## config.mk

```make
export PLATFORM = sky130hd
export DESIGN_NAME = pattern_scan_ctrl_flat
export DESIGN_NICKNAME = d
export VERILOG_FILES = /design/src/rtl/pattern_scan_ctrl_if.sv /design/src/rtl/pattern_scan_ctrl.sv /design/src/flat_wrapper.sv
export SDC_FILE = /design/constraint.sdc
export NUM_CORES = 1
export LEC_CHECK = 0
export ABC_AREA = 1
export BUFFER_PORTS_ARGS = -buffer_cell sky130_fd_sc_hd__buf_2
export CAP_MARGIN = 15
export CORE_ASPECT_RATIO = 0.75
export CORE_UTILIZATION = 52
export CTS_CLUSTER_DIAMETER = 30
export DETAILED_ROUTE_END_ITERATION = 7
export PLACE_DENSITY = 0.83
export SLEW_MARGIN = 20
export SYNTH_ARGS = -nofsm -noshare
export SYNTH_HDL_FRONTEND = slang
export SYNTH_SLANG_ARGS = --single-unit
```

## constraint.sdc

```tcl
create_clock -name clock -period 1.62 [get_ports clock]
set_input_delay 0.243 -clock clock [delete_from_list [all_inputs] [get_ports clock]]
set_output_delay 0.243 -clock clock [all_outputs]
set_load 0.05 [all_outputs]
```

## src/rtl/pattern_scan_ctrl_if.sv

```systemverilog
// Word-side handshake between a word producer and pattern_scan_ctrl.
// The producer side uses the master modport and the controller uses the slave modport.
interface pattern_scan_ctrl_if #(
    parameter int unsigned WIDTH = 8,
    parameter int unsigned CNT_W = 4
);
    logic [WIDTH-1:0] word;
    logic             word_valid;
    logic             clear_between;
    logic             word_ready;
    logic             busy;
    logic [CNT_W-1:0] match_count;
    logic             result_valid;

    modport master (
        output word, word_valid, clear_between,
        input  word_ready, busy, match_count, result_valid
    );

    modport slave (
        input  word, word_valid, clear_between,
        output word_ready, busy, match_count, result_valid
    );
endinterface

```

## src/rtl/pattern_scan_ctrl.sv

```systemverilog
// Sequencing controller for the serial "101" detector.
// Each accepted word is shifted into the detector MSB-first, one bit per clock.
// The detector's match pulses are counted per word, and the count is reported with a
// one-cycle result strobe.
module pattern_scan_ctrl #(
    parameter int unsigned WIDTH = 8,
    parameter int unsigned CNT_W = 4
) (
    input  logic                  clock,
    input  logic                  reset,
    pattern_scan_ctrl_if.slave    bus,
    output logic                  det_bit,
    output logic                  det_nreset,
    input  logic                  det_match
);
    localparam int unsigned IdxW = (WIDTH > 2) ? $clog2(WIDTH) : 1;
    localparam logic [IdxW-1:0] LastIdx = IdxW'(WIDTH - 1);

    typedef enum logic [1:0] {StIdle, StClr, StShift, StDone} state_e;

    state_e           state_q;
    logic [WIDTH-1:0] sreg_q;
    logic [IdxW-1:0]  idx_q;

    // Detector drive: serial bit only while shifting, reset during CLR or controller reset
    assign det_bit    = (state_q == StShift) & sreg_q[WIDTH-1];
    assign det_nreset = ~reset & (state_q != StClr);

    // Controller FSM with registered handshake/status outputs
    always_ff @(posedge clock or posedge reset) begin
        if (reset) begin
            state_q              <= StIdle;
            sreg_q               <= '0;
            idx_q                <= '0;
            bus.word_ready       <= 1'b1;
            bus.busy             <= 1'b0;
            bus.result_valid     <= 1'b0;
            bus.match_count      <= '0;
        end else begin
            bus.result_valid <= 1'b0;
            unique case (state_q)
                StIdle: begin
                    if (bus.word_valid) begin
                        sreg_q          <= bus.word;
                        idx_q           <= '0;
                        bus.match_count <= '0;
                        bus.word_ready  <= 1'b0;
                        bus.busy        <= 1'b1;
                        state_q         <= bus.clear_between ? StClr : StShift;
                    end
                end
                StClr: begin
                    state_q <= StShift;
                end
                StShift: begin
                    // det_match is Mealy, so it belongs to the bit being retired at this edge
                    if (det_match && (bus.match_count != {CNT_W{1'b1}})) begin
                        bus.match_count <= bus.match_count + 1'b1;
                    end
                    sreg_q <= {sreg_q[WIDTH-2:0], 1'b0};
                    idx_q  <= idx_q + 1'b1;
                    if (idx_q == LastIdx) begin
                        state_q          <= StDone;
                        bus.result_valid <= 1'b1;
                    end
                end
                StDone: begin
                    state_q        <= StIdle;
                    bus.word_ready <= 1'b1;
                    bus.busy       <= 1'b0;
                end
                default: begin
                    state_q        <= StIdle;
                    bus.word_ready <= 1'b1;
                    bus.busy       <= 1'b0;
                end
            endcase
        end
    end
endmodule

```

## src/flat_wrapper.sv

```systemverilog
// flat-port wrapper written by rule: the top's interface ports become plain ports
module pattern_scan_ctrl_flat 
#(
    parameter int unsigned WIDTH = 8,
    parameter int unsigned CNT_W = 4
)
  (clock, reset, det_bit, det_nreset, det_match, bus_word, bus_word_valid, bus_clear_between, bus_word_ready, bus_busy, bus_match_count, bus_result_valid);
  pattern_scan_ctrl_if #(.WIDTH(WIDTH), .CNT_W(CNT_W)) bus_i ();
  input  logic clock;
  input  logic reset;
  output logic det_bit;
  output logic det_nreset;
  input  logic det_match;
  input wire logic [$bits(bus_i.word)-1:0] bus_word;
  input wire logic [$bits(bus_i.word_valid)-1:0] bus_word_valid;
  input wire logic [$bits(bus_i.clear_between)-1:0] bus_clear_between;
  output wire logic [$bits(bus_i.word_ready)-1:0] bus_word_ready;
  output wire logic [$bits(bus_i.busy)-1:0] bus_busy;
  output wire logic [$bits(bus_i.match_count)-1:0] bus_match_count;
  output wire logic [$bits(bus_i.result_valid)-1:0] bus_result_valid;
  assign bus_i.word = bus_word;
  assign bus_i.word_valid = bus_word_valid;
  assign bus_i.clear_between = bus_clear_between;
  assign bus_word_ready = bus_i.word_ready;
  assign bus_busy = bus_i.busy;
  assign bus_match_count = bus_i.match_count;
  assign bus_result_valid = bus_i.result_valid;
  pattern_scan_ctrl #(.WIDTH(WIDTH), .CNT_W(CNT_W)) u_core (.clock(clock), .reset(reset), .bus(bus_i), .det_bit(det_bit), .det_nreset(det_nreset), .det_match(det_match));
endmodule
```

==> results.sh <==
export IMPL_period_needed_ns=1.539
export IMPL_yosysSeqAreaShare=0.4785
export IMPL_dr_total_vias=943
export IMPL_p_switching_mw=1.236
export IMPL_ant_nets=0
export IMPL_rr_worst_depth=8
export IMPL_area_growth_syn_to_layout_pct=20.29
export IMPL_slowest_delay_ns=0.44
export IMPL_finalSetupViolations=0
export IMPL_grt_usage=0.2113
export IMPL_cts_max_path_buffers=2
export IMPL_synth_cell_type_count=21
export IMPL_synthTopCellsByArea="dfrtp_1 (45%), nand2_1 (18%), ha_1 (8.4%), nor2_1 (5.7%), a31oi_1 (4.2%)"
export IMPL_met1_usage=0.2346
export IMPL_critPathLaunch="u_core.state_q[0]"
export IMPL_syn_area_um2=1049
export IMPL_first_pass_iters=5
export IMPL_antenna_found_initial=0
export IMPL_end_kind="output pin"
export IMPL_fin_area_um2=1261
export IMPL_r2r_start="u_core.state_q[0]"
export IMPL_hold_worst_slack_ns=0.1647
export IMPL_grt_max_degree=17
export IMPL_worstMarginPinSlew_ns=0.2698
export IMPL_yosysTopAreaCell="dfrtp_1"
export IMPL_crit_chain="inv_2 -> ha_4 -> nand2_1 -> inv_1 -> buf_6"
export IMPL_r2r_end="u_core.bus.match_count[3]"
export IMPL_synth_cells=130
export IMPL_ys_ff_latch=20
export IMPL_combPwrFrac=0.560
export IMPL_overflow=0
export IMPL_grt_first_pass_wirelength_um=3132
export IMPL_power_leakage_nw=0.7039
export IMPL_p_total_mw=2.608
export IMPL_groute_layer_met2_usage=0.3827
export IMPL_drt_iter0_markers=18
export IMPL_endpoint="det_bit"
export IMPL_die_y_um=40.89
export IMPL_routed_via_density=5.239
export IMPL_num_io_pins=22
export IMPL_clock_fmax_mhz=649.9
export IMPL_cp_data_required_time_ns=1.38
export IMPL_cts_tree="built"
export IMPL_rows=13
export IMPL_pre_cts_slack_ns=0.1044
export IMPL_synth_top_area_share=0.4535
export IMPL_cts_sinks=20
export IMPL_r2r_setup_slack_ns=0.10
export IMPL_rsz0062_at_grt="no"
export IMPL_slew_headroom=0.8199
export IMPL_fin_setup_tns_ns=0
export IMPL_place_gp_congestion=0.8204
export IMPL_crit_path_start_kind="flip-flop"
export IMPL_drt_wl_total_um=2137
export IMPL_intPower_mw=1.372
export IMPL_dieArea_um2=2202
export IMPL_dpl_cell_count=174
export IMPL_cts_buffers=3
export IMPL_post_drt_wl_per_cell_um=11.87
export IMPL_p_seq_frac=0.329
export IMPL_grt_use_met3=0.07407
export IMPL_die_width_um=53.85
export IMPL_critPathBufInv=3
export IMPL_clockRootBuffer="clkbuf_4"
export IMPL_slew_violations=0
export IMPL_power_density_nw_per_um2=2068
export IMPL_busiest_layer="met2"
export IMPL_path_clk_slew_ns=0.11
export IMPL_cp_max_fo=5
export IMPL_synthesis_nets=150
export IMPL_arrival_ns=1.30
export IMPL_fin_nets=179
export IMPL_dp_hpwl_um=1576
export IMPL_fin_skew_ns=0.001295
export IMPL_final_util=0.6985
export IMPL_final_cells=180
export IMPL_ys_warn_count=0
export IMPL_hold_path_class="in -> reg"
export IMPL_grt_pass1_vias=773
export IMPL_setup_slack_ns=0.08127
export IMPL_htree_num_levels=1
export IMPL_cap_viol_max_count=0
export IMPL_switching_share=0.4738
export IMPL_status="complete, no violations"
export IMPL_crit_type="reg -> out"
export IMPL_critPathSlowestCell="dfrtp_1"
export IMPL_vdd_drop_max_mv=1.461
export IMPL_clkLatencyLatePin_ns=0.30
export IMPL_syn_avg_cell_area_um2=8.065
export IMPL_start_util=0.5807
export IMPL_clkPwrFrac=0.111
export IMPL_port_buffers=21
export IMPL_placed_cell_area_um2=1180
export IMPL_path_depth=5
export IMPL_drive_gt1_frac=0.2468
export IMPL_drcViolationCount=0
export IMPL_finalHoldViolCount=0
export IMPL_cp_top_family="flip-flops"
export IMPL_core_um2=1805
export IMPL_antenna_cells=0
export IMPL_period_share=0.9498
==> final cells by class <==
class | instances | area, µm²
flip-flops and latches | 20 | 501.7
fillers | 134 | 544.3
clock buffers | 4 | 36.28
repair buffers | 28 | 172.7
inverters | 12 | 45.04
multi-input cells | 94 | 478.0
well taps | 22 | 27.53
==> cell usage after synthesis, drive strengths merged <==
| cell | n |
|---|---|
| inv | 12 |
| buf | 4 |
| nand2 | 50 |
| ha | 7 |
| dfrtp | 19 |
| o211ai | 1 |
| dfstp | 1 |
| a21oi | 3 |
| nand3 | 6 |
| o21ai | 2 |
| nand4 | 1 |
| nor2 | 16 |
| a31oi | 7 |
| a31o | 1 |
==> power by group through the flow <==
stage | Sequential [mW] | Combinational, mW | Clock, mW
final | 0.857 | 1.46 | 0.290
after global routing | 0.879 | 1.62 | 0.323
after CTS | 0.861 | 1.40 | 0.299
after detailed placement | 0.871 | 1.37 | 0
after global placement | 0.863 | 1.30 | 0
after floorplan | 1.03 | 0.930 | 0
==> sequential cells by signal, summed over array words and instances, names as in the netlist <==
name / flops
u_core.bus.result_valid: 1
u_core.bus.match_count: 4
u_core.bus.busy: 1
u_core.state_q: 2
u_core.idx_q: 3
u_core.bus.word_ready: 1
u_core.sreg_q: 8
==> kinds of logic after synthesis <==
family	synth area share
compound gates	0.08472
fa+ha+maj	0.08353
buf+inv	0.07994
flops	0.4785
simple gates	0.2733
==> how the worst min path moves through the flow <==
stage,start,end,slack (ns),cells after the start
after floorplan,reset,u_core.bus.busy,0.21,1
after global placement,reset,u_core.bus.busy,0.18,2
after detailed placement,reset,u_core.bus.busy,0.20,2
after CTS,bus_word[0],u_core.sreg_q[0],0.16,3
after global routing,bus_word[0],u_core.sreg_q[0],0.17,3
final,bus_word[0],u_core.sreg_q[0],0.16,3
==> repair_timing <==
item	4_1_cts	5_1_grt
setup endpoints to repair	1	10
hold buffers	1	0
setup buffers	0	1
hold endpoints to repair	5	0
gates resized for setup	3	6
==> metal layers <==
| layer | up-vias | wire, µm |
|---|---|---|
| met5 | - | 0 |
| met4 | 0 | 21 |
| met3 | 4 | 107 |
| met2 | 31 | 1006 |
| met1 | 437 | 1002 |
| li1 | 471 | - |
==> worst register-to-register path: stages, from the launching register on <==
cell and delay [ns]:
dfrtp_1 0.44, inv_2 0.11, ha_2 0.22, nand2_1 0.12, nand2_2 0.13, inv_1 0.11
a21oi_1 0.21, nand2_1 0.08, nand2_1 0.06
==> cells in the final DEF (no fill, tap or decap), types with 2 or more instances in the layout <==
| cell type | instances |
|---|---|
| nand2_1 | 49 |
| buf_2 | 19 |
| dfrtp_1 | 19 |
| nor2_1 | 16 |
| inv_1 | 10 |
| a31oi_1 | 7 |
| nand3_1 | 6 |
| buf_4 | 6 |
| ha_1 | 5 |
| clkbuf_4 | 3 |
| a21oi_1 | 2 |
| inv_2 | 2 |
| buf_6 | 2 |
No activity file was read; power rests on OpenSTA's default activity.
